--- src/rtl/refill_arbiter_pkg.sv ---
// Shared constants, state/grant encodings and the line-alignment helper for the
// ICache/DCache refill arbiter.
package refill_arbiter_pkg;

  localparam int ADDR_W = 32;
  localparam int DATA_W = 32;
  localparam int BEATS  = 8;
  localparam int LINE_W = DATA_W * BEATS;
  localparam int CNT_W  = $clog2(BEATS);
  localparam int OFS_W  = $clog2(LINE_W / 8);

  typedef enum logic [1:0] {
    ST_IDLE = 2'd0,
    ST_ADDR = 2'd1,
    ST_DATA = 2'd2,
    ST_RESP = 2'd3
  } state_t;

  typedef enum logic {
    GNT_IC = 1'b0,
    GNT_DC = 1'b1
  } grant_t;

  function automatic logic [ADDR_W-1:0] line_align(input logic [ADDR_W-1:0] a);
    return {a[ADDR_W-1:OFS_W], {OFS_W{1'b0}}};
  endfunction

endpackage

--- src/rtl/refill_arbiter_if.sv ---
// Cache-side refill handshakes plus the burst-read bus, bundled for the arbiter.
// Handshakes: cache ren is level-held until a one-cycle rvalid pulse; on the bus
// a transfer happens on any posedge where valid and ready are both high.
interface refill_arbiter_if;
  import refill_arbiter_pkg::*;

  logic              ic_ren_i;
  logic [ADDR_W-1:0] ic_addr_i;
  logic              ic_rvalid_o;
  logic [LINE_W-1:0] ic_rdata_o;
  logic              dc_ren_i;
  logic [ADDR_W-1:0] dc_addr_i;
  logic              dc_rvalid_o;
  logic [LINE_W-1:0] dc_rdata_o;
  logic              bus_arvalid_o;
  logic              bus_arready_i;
  logic [ADDR_W-1:0] bus_araddr_o;
  logic [3:0]        bus_arlen_o;
  logic              bus_rvalid_i;
  logic [DATA_W-1:0] bus_rdata_i;
  logic              bus_rlast_i;
  logic              bus_rready_o;
  logic              err_o;

  modport slave (
    input  ic_ren_i, ic_addr_i, dc_ren_i, dc_addr_i,
    input  bus_arready_i, bus_rvalid_i, bus_rdata_i, bus_rlast_i,
    output ic_rvalid_o, ic_rdata_o, dc_rvalid_o, dc_rdata_o,
    output bus_arvalid_o, bus_araddr_o, bus_arlen_o, bus_rready_o, err_o
  );

  modport master (
    output ic_ren_i, ic_addr_i, dc_ren_i, dc_addr_i,
    output bus_arready_i, bus_rvalid_i, bus_rdata_i, bus_rlast_i,
    input  ic_rvalid_o, ic_rdata_o, dc_rvalid_o, dc_rdata_o,
    input  bus_arvalid_o, bus_araddr_o, bus_arlen_o, bus_rready_o, err_o
  );

endinterface

--- src/rtl/refill_arbiter_rr_arb2.sv ---
// Two-way round-robin grant: on a tie the side that was not served last wins.
module rr_arb2
  import refill_arbiter_pkg::*;
(
  input  logic [1:0] req,
  input  grant_t     last_grant,
  output logic       gnt_valid,
  output grant_t     gnt
);

  always_comb begin
    gnt_valid = |req;
    gnt       = GNT_IC;
    case (req)
      2'b01:   gnt = GNT_IC;
      2'b10:   gnt = GNT_DC;
      2'b11:   gnt = (last_grant == GNT_IC) ? GNT_DC : GNT_IC;
      default: gnt = GNT_IC;
    endcase
  end

endmodule

--- src/rtl/refill_arbiter.sv ---
// Shares one burst-read port between ICache and DCache refills: grants round-robin,
// issues an 8-beat line-aligned burst, packs beats into a line buffer, returns it.
module refill_arbiter
  import refill_arbiter_pkg::*;
(
  input  logic             clk,
  input  logic             rst,
  refill_arbiter_if.slave  io,
  output state_t           dbg_state
);

  localparam logic [CNT_W-1:0] LAST_BEAT = CNT_W'(BEATS - 1);

  state_t            state_q, state_d;
  grant_t            grant_q, last_grant_q, arb_gnt;
  logic              arb_valid;
  logic [ADDR_W-1:0] addr_q;
  logic [CNT_W-1:0]  beat_cnt_q;
  logic [LINE_W-1:0] line_q;
  logic              err_q;
  logic              beat_fire;
  logic              arvalid, rready, ic_pulse, dc_pulse;

  rr_arb2 u_rr_arb2 (
    .req        ({io.dc_ren_i, io.ic_ren_i}),
    .last_grant (last_grant_q),
    .gnt_valid  (arb_valid),
    .gnt        (arb_gnt)
  );

  always_ff @(posedge clk or negedge rst) begin
    if (!rst) state_q <= ST_IDLE;
    else      state_q <= state_d;
  end

  always_comb begin
    state_d   = state_q;
    arvalid   = 1'b0;
    rready    = 1'b0;
    ic_pulse  = 1'b0;
    dc_pulse  = 1'b0;
    beat_fire = 1'b0;
    case (state_q)
      ST_IDLE: if (arb_valid) state_d = ST_ADDR;
      ST_ADDR: begin
        arvalid = 1'b1;
        if (io.bus_arready_i) state_d = ST_DATA;
      end
      ST_DATA: begin
        rready = 1'b1;
        if (io.bus_rvalid_i) begin
          beat_fire = 1'b1;
          if (beat_cnt_q == LAST_BEAT) state_d = ST_RESP;
        end
      end
      ST_RESP: begin
        ic_pulse = (grant_q == GNT_IC);
        dc_pulse = (grant_q == GNT_DC);
        state_d  = ST_IDLE;
      end
      default: state_d = ST_IDLE;
    endcase
  end

  // Beat count, not rlast, decides when the line is complete; rlast only feeds err.
  always_ff @(posedge clk or negedge rst) begin
    if (!rst) begin
      grant_q      <= GNT_IC;
      last_grant_q <= GNT_DC;
      addr_q       <= '0;
      beat_cnt_q   <= '0;
      line_q       <= '0;
      err_q        <= 1'b0;
    end else begin
      if (state_q == ST_IDLE && arb_valid) begin
        grant_q    <= arb_gnt;
        addr_q     <= line_align((arb_gnt == GNT_IC) ? io.ic_addr_i : io.dc_addr_i);
        beat_cnt_q <= '0;
      end
      if (beat_fire) begin
        line_q[DATA_W*beat_cnt_q +: DATA_W] <= io.bus_rdata_i;
        beat_cnt_q <= beat_cnt_q + 1'b1;
        if (io.bus_rlast_i != (beat_cnt_q == LAST_BEAT)) err_q <= 1'b1;
      end
      if (state_q == ST_RESP) last_grant_q <= grant_q;
    end
  end

  assign io.bus_arvalid_o = arvalid;
  assign io.bus_araddr_o  = addr_q;
  assign io.bus_arlen_o   = 4'(BEATS - 1);
  assign io.bus_rready_o  = rready;
  assign io.ic_rvalid_o   = ic_pulse;
  assign io.dc_rvalid_o   = dc_pulse;
  assign io.ic_rdata_o    = line_q;
  assign io.dc_rdata_o    = line_q;
  assign io.err_o         = err_q;
  assign dbg_state        = state_q;

endmodule

--- src/flat_wrapper.sv ---
// flat-port wrapper written by rule: the top's interface ports become plain ports
module refill_arbiter_flat import refill_arbiter_pkg::*;
  (clk, rst, dbg_state, io_ic_ren_i, io_ic_addr_i, io_dc_ren_i, io_dc_addr_i, io_bus_arready_i, io_bus_rvalid_i, io_bus_rdata_i, io_bus_rlast_i, io_ic_rvalid_o, io_ic_rdata_o, io_dc_rvalid_o, io_dc_rdata_o, io_bus_arvalid_o, io_bus_araddr_o, io_bus_arlen_o, io_bus_rready_o, io_err_o);
  refill_arbiter_if io_i ();
  input  logic clk;
  input  logic rst;
  output state_t dbg_state;
  input wire logic [$bits(io_i.ic_ren_i)-1:0] io_ic_ren_i;
  input wire logic [$bits(io_i.ic_addr_i)-1:0] io_ic_addr_i;
  input wire logic [$bits(io_i.dc_ren_i)-1:0] io_dc_ren_i;
  input wire logic [$bits(io_i.dc_addr_i)-1:0] io_dc_addr_i;
  input wire logic [$bits(io_i.bus_arready_i)-1:0] io_bus_arready_i;
  input wire logic [$bits(io_i.bus_rvalid_i)-1:0] io_bus_rvalid_i;
  input wire logic [$bits(io_i.bus_rdata_i)-1:0] io_bus_rdata_i;
  input wire logic [$bits(io_i.bus_rlast_i)-1:0] io_bus_rlast_i;
  output wire logic [$bits(io_i.ic_rvalid_o)-1:0] io_ic_rvalid_o;
  output wire logic [$bits(io_i.ic_rdata_o)-1:0] io_ic_rdata_o;
  output wire logic [$bits(io_i.dc_rvalid_o)-1:0] io_dc_rvalid_o;
  output wire logic [$bits(io_i.dc_rdata_o)-1:0] io_dc_rdata_o;
  output wire logic [$bits(io_i.bus_arvalid_o)-1:0] io_bus_arvalid_o;
  output wire logic [$bits(io_i.bus_araddr_o)-1:0] io_bus_araddr_o;
  output wire logic [$bits(io_i.bus_arlen_o)-1:0] io_bus_arlen_o;
  output wire logic [$bits(io_i.bus_rready_o)-1:0] io_bus_rready_o;
  output wire logic [$bits(io_i.err_o)-1:0] io_err_o;
  assign io_i.ic_ren_i = io_ic_ren_i;
  assign io_i.ic_addr_i = io_ic_addr_i;
  assign io_i.dc_ren_i = io_dc_ren_i;
  assign io_i.dc_addr_i = io_dc_addr_i;
  assign io_i.bus_arready_i = io_bus_arready_i;
  assign io_i.bus_rvalid_i = io_bus_rvalid_i;
  assign io_i.bus_rdata_i = io_bus_rdata_i;
  assign io_i.bus_rlast_i = io_bus_rlast_i;
  assign io_ic_rvalid_o = io_i.ic_rvalid_o;
  assign io_ic_rdata_o = io_i.ic_rdata_o;
  assign io_dc_rvalid_o = io_i.dc_rvalid_o;
  assign io_dc_rdata_o = io_i.dc_rdata_o;
  assign io_bus_arvalid_o = io_i.bus_arvalid_o;
  assign io_bus_araddr_o = io_i.bus_araddr_o;
  assign io_bus_arlen_o = io_i.bus_arlen_o;
  assign io_bus_rready_o = io_i.bus_rready_o;
  assign io_err_o = io_i.err_o;
  refill_arbiter u_core (.clk(clk), .rst(rst), .io(io_i), .dbg_state(dbg_state));
endmodule
--- config.mk ---
export PLATFORM = sky130hd
export DESIGN_NAME = refill_arbiter_flat
export DESIGN_NICKNAME = d
export VERILOG_FILES = /design/src/rtl/refill_arbiter_pkg.sv /design/src/rtl/refill_arbiter_if.sv /design/src/rtl/refill_arbiter_rr_arb2.sv /design/src/rtl/refill_arbiter.sv /design/src/flat_wrapper.sv
export SDC_FILE = /design/constraint.sdc
export NUM_CORES = 1
export LEC_CHECK = 0
export ABC_CLOCK_PERIOD_IN_PS = 3200
export CORE_AREA = 2 2 259 261
export DETAILED_ROUTE_END_ITERATION = 16
export DIE_AREA = 0 0 261 263
export PLACE_DENSITY = 0.47
export SETUP_SLACK_MARGIN = 0.15
export SYNTH_ARGS = -nofsm -noshare
export SYNTH_HDL_FRONTEND = slang
export SYNTH_SLANG_ARGS = --single-unit
--- constraint.sdc ---
create_clock -name clk -period 3.2 [get_ports clk]
set_clock_uncertainty 0.05 [all_clocks]
set_input_delay 0.96 -clock clk [delete_from_list [all_inputs] [get_ports clk]]
set_output_delay 0.96 -clock clk [all_outputs]
set_load 0.02 [all_outputs]
# Word-level counts from Yosys, hierarchy flattened
# Index checks and enable logic that the tools add are counted.
# totals
register_bits	291
inputBits	103
out_inout_bits	555
elab_cells	46
# op_classes
add_sub_neg	2
n_eq_ne	11
n_shift	2
n_mux	17
bitwise_logic	1
reduce_logical	6
# ops
operator	n
256-bit bitwise mux	1
32-bit by 34-bit variable shift with 256-bit output (first input constant)	1
32-bit by 34-bit variable part select with 256-bit output	1
8-bit negation with 34-bit output	1
32-bit 2-to-1 mux	1
2-bit == test (second input constant)	4
2-bit 2-to-1 mux	4
2-bit one-hot mux with 4 select lines	1
1-bit 2-to-1 mux	7
3-bit 2-to-1 mux	2
2-bit by 1-bit inequality test with 1-bit output (second input constant)	2
2-bit inequality test (second input constant)	2
4-bit AND reduction	1
3-bit by 1-bit adder with 3-bit output (second input constant)	1
3-bit == test (second input constant)	1
2-bit by 1-bit == test with 1-bit output (second input constant)	1
2-bit logical NOT	1
1-bit one-hot mux with 2 select lines	1
2-bit AND reduction	1
2-bit nonzero test	1
2-bit OR reduction	1
1-bit logical AND	1
1-bit inequality test	1
1-bit NOT	1

# Longest topological paths before layout
# Gate-level depths: netlist of run 1.
# depth
depth_word	4
depth_mapped	10
depth_no_buf	6

# Hierarchy
# Synthesis of run 1 repeated with hierarchy kept, for this count alone.
# unflattened
cells_unflattened	1159
hier_area_um2	14273.7
# by_module_without_submodules
mod	n_inst	cells_each	area_each_um2
refill_arbiter	1	1157	14259.9
rr_arb2	1	2	13.8

# Worst setup path after synthesis of run 1
# OpenSTA, ideal clock, no wires.
# synth_path
kind	reg2reg
start	register u_core.beat_cnt_q[0]
end	register u_core.line_q[162], in the netlist u_core.io.dc_rdata_o[162]
t_arrival_ps	2317
setup_slack_ps	708
path_stages_with_launch	9
cell_sequence	dfrtp_1 -> buf_4 -> inv_1 -> ha_1 -> ha_1 -> buf_4 -> nor4b_2 -> buf_6 -> mux2_2
# synth_via
elab_chain_len	3
word_cells_on_any_way	4
cone_classes	1 x add/sub; 2 x shift; 1 x mux
# synth_rtl
element	line_no	source
start, declared	refill_arbiter.sv:18	logic [CNT_W-1:0] beat_cnt_q;
start signal, assigned	refill_arbiter.sv:82	beat_cnt_q <= beat_cnt_q + 1'b1;
8-bit negation with 34-bit output *	refill_arbiter.sv:81	line_q[DATA_W*beat_cnt_q +: DATA_W] <= io.bus_rdata_i;
32-bit by 34-bit variable part select with 256-bit output / 32-bit by 34-bit variable shift with 256-bit output (equally long branches)	refill_arbiter.sv:81	
256-bit bitwise mux *	refill_arbiter.sv:81	
end signal, assigned by index	refill_arbiter.sv:81	
end, declared	refill_arbiter.sv:19	logic [LINE_W-1:0] line_q;
# Mark *: on every way between the ends. The rest lies on a longest branch, timed or not.
# A chain may end at the register's enable or synchronous reset.

# Final worst setup path of run 1
# layout_path
start	register u_core.state_q[0], in the netlist u_core.dbg_state[0]
end	output port io_ic_rvalid_o
# layout_via
elab_chain_len	2
# layout_rtl
element	line_no	source
start, declared	refill_arbiter.sv:14	state_t state_q, state_d;
start signal, assigned	refill_arbiter.sv:33	else state_q <= state_d;
2-bit == test	refill_arbiter.sv:43	case (state_q)
1-bit 2-to-1 mux	refill_arbiter.sv:43	
end, declared	flat_wrapper.sv:16	output wire logic [$bits(io_i.ic_rvalid_o)-1:0] io_ic_rvalid_o;
# No other way between the ends.

==> results.yml, run 1 <==
run_status:
  status: "complete, no violations"
synthesis:
  postSynthAreaPerCell_um2: 12.30
  yosysSeqAreaShare_pct: 50.87
  netlist_top_cells_area: "dfrtp_1 (51%), mux2_2 (17%), buf_4 (15%), and2_1 (4.3%), mux2i_1 (4.1%)"
  syn-instance-count: 1164
  synth_top_cell_area_share_pct: 50.69
  yosys.area.top_type: "dfrtp_1"
  synth_area_um2: 14320
  synth_warnings: 0
  synth_cell_types: 37
  ys_ff_latch: 291
power_and_ir_drop:
  total_power_uw: 14090
  p_leak_uw: 0.009269
  ir_drop_mv: 0.3181
  cellPowerDensity_nw_per_um2: 667.3
layout:
  n_fill_cell: 6549
  finish.instance_area_um2: 21110
  drive_above_1_share_pct: 20.31
  synthToLayoutAreaGrowth_pct: 47.42
  fin_nets: 1683
timing:
  fin_ws_ns: 0.2724
  tns_ns: 0
  drv_slew: 0
  setup-violations-final: 0
  hold_violations: 0
  tightest_slew_ns: 0.7706
  slew_headroom_pct: 48.63
  rsz0062_at_grt: "no"
  fmax_mhz: 341.6
  finalCriticalPeriod_ns: 2.928
  finalCritPeriodShare_pct: 91.49
  holdWs_ns: 0.3776
routing:
  vias_per_cell: 4.005
  drc: 0
  drt_iter0_drc: 309
  wl_um: 49930
  wire_per_inst_um: 20.34
  vias: 9832
  firstDrtPassIters: 4
  antenna_left: 0
cts:
  cts-resized-gates: 1
  cts_hold_buf: 0
  h-tree-depth: 2
  path_clk_slew_ns: 0.06
  cts_setup_buffers: 0
  numCtsBuffers: 35
  root_buffer: "clkbuf_16"
  cts.sinks: 291
  clk_latency_ns: 0.54
  clk_path_buf_depth: 3
  cts_tree: "yes"
floorplanning:
  start_util_pct: 21.82
  ios: 658
  num_rows: 94
  coreArea_um2: 65630
  dieWidth_um: 261
  die_area_um2: 68640
  die_h_um: 263
worst_setup_path:
  cp_max_fo: 5
  path_class: "flop to output pin"
  worst_setup_path_start_kind: "flop"
  arrival_ns: 1.92
  end_kind: "output pin"
  critPathRequiredTime_ns: 2.19
global_route:
  grt_pass1_vias: 10540
  overflow: 0
  grt_pass1_wl_um: 72480
  grtUsageTotal_pct: 14.27
  grt_max_degree: 76
  antenna_found_initial: 1
place:
  dp_slack_ns: 0.1339
  dp_hpwl_um: 37340
  portBuffers: 638
  dpl_cell_area_um2: 20040
  gp_congestion: 0.7227
flow_run:
  maxCapViolations: 0
min_path:
  hold_class: "input port to async pin"
kinds of logic (layout without fill, tap and decap cells):
| family | count (synthesis) | count (layout) | share of synthesized area (%) |
|---|---|---|---|
| compound gates | 35 | 35 | 1.337 |
| buf+inv | 351 | 770 | 17.18 |
| other cells | 2 | 10 | 0.05245 |
| xor+xnor | 1 | 1 | 0.06118 |
| flops | 291 | 291 | 50.87 |
| mux | 285 | 285 | 21.90 |
| simple gates | 187 | 187 | 7.551 |
| fa+ha+maj | 12 | 12 | 1.049 |
cell type report:
class	count	area (um^2)	area share, %
inverters	37	138.9	0.6580
well taps	864	1081	5.122
repair buffers	674	6835	32.38
clock buffers	49	1008	4.778
multi-input cells	529	4697	22.25
clock inverters	10	60.06	0.2845
flip-flops and latches	291	7283	34.51
diodes	1	2.502	0.01186
power by group:
group | total, uW | switching, uW | internal [uW]
Sequential | 4800 | 527 | 4280
Clock | 3800 | 1610 | 2200
Combinational | 5480 | 2950 | 2530
Total | 14100 | 5080 | 9010
per-layer routing:
metal  vias up  track usage, %  part of all wire [%]
li1       4388               -                     -
met1      5009           16.96                    40
met2       388           26.28                    52
met3        47           2.590                   5.2
met4         0           3.409                   1.9
met5         -               0                     0
through the flow:
| stage | cells | util [%] |
|---|---|---|
| final | 2455 | 32.16 |
| after global routing | 2454 | 32.16 |
| after CTS | 2454 | 32.16 |
| after detailed placement | 2395 | 30.53 |
| after global placement | 2395 | 30.53 |
| after floorplan | 1171 | - |
worst paths after layout:
kind	start	end	cells past startpoint	slack, ns
max	u_core.dbg_state[0]$_DFFE_PN0P_	io_ic_rvalid_o	3	0.27
min	rst	u_core.io.dc_rdata_o[78]$_DFFE_PN0P_	1	0.38
max reg2reg	u_core.beat_cnt_q[1]$_DFFE_PN0P_	u_core.io.dc_rdata_o[221]$_DFFE_PN0P_	7	0.65
min reg2reg	u_core.io.err_o$_DFFE_PN0P_	u_core.io.err_o$_DFFE_PN0P_	1	0.42
max in group asynchronous	rst	u_core.io.dc_rdata_o[70]$_DFFE_PN0P_	2	1.96
min in group clk	u_core.io.err_o$_DFFE_PN0P_	u_core.io.err_o$_DFFE_PN0P_	1	0.42
cells in the mapped netlist (all sizes together):
cell type,instances
xor2,1
nor2b,2
dfstp,1
a21o,1
a221oi,1
nor4,1
nor2,3
inv,37
and2,98
or3b,1
a2bb2oi,1
ha,12
nand4,3
nor3,1
and3b,1
a21boi,1
a22o,1
nor4b,5
dfrtp,290
mux2,226
o21ai,29
a21oi,1
nand3,3
clkbuf,20
mux2i,59
conb,2
nand2,65
and3,1
buf,294
nor3b,2
or3,1
worst max-delay path: stages (launching register included):
cell             delay (ns)
dfrtp_1                0.42
ha_1                   0.22
nor2b_1                0.14
clkdlybuf4s50_1        0.62
flip-flops by register name, indices dropped and copies added (netlist names):
name / cells
u_core.io.err_o: 1
u_core.io.dc_rdata_o: 256
u_core.grant_q: 1
u_core.dbg_state: 2
u_core.beat_cnt_q: 3
u_core.io.bus_araddr_o: 27
u_core.last_grant_q: 1
layout by cell type (no fill, tap or decap), types with 4 or more instances in the layout:
| cell type | synthesis | final |
|---|---|---|
| nor4b_4 | 0 | 4 |
| buf_12 | 0 | 14 |
| clkbuf_1 | 19 | 6 |
| inv_1 | 37 | 37 |
| conb_1 | 2 | 9 |
| clkbuf_8 | 0 | 8 |
| nand2_1 | 64 | 64 |
| mux2i_1 | 59 | 59 |
| mux2_1 | 10 | 10 |
| clkbuf_16 | 0 | 35 |
| clkdlybuf4s50_1 | 0 | 636 |
| clkinv_2 | 0 | 8 |
| and2_1 | 98 | 98 |
| o21ai_0 | 29 | 28 |
| ha_1 | 12 | 12 |
| buf_4 | 279 | 22 |
| dfrtp_1 | 290 | 290 |
| mux2_2 | 216 | 216 |
Power figures use the tool's default switching activity.
==> inputs of run 2 (changes only) <==
- ABC_AREA: unset -> 0
==> results of run 2 <==
Final layout, timing and power as in run 1 (identical DEF).
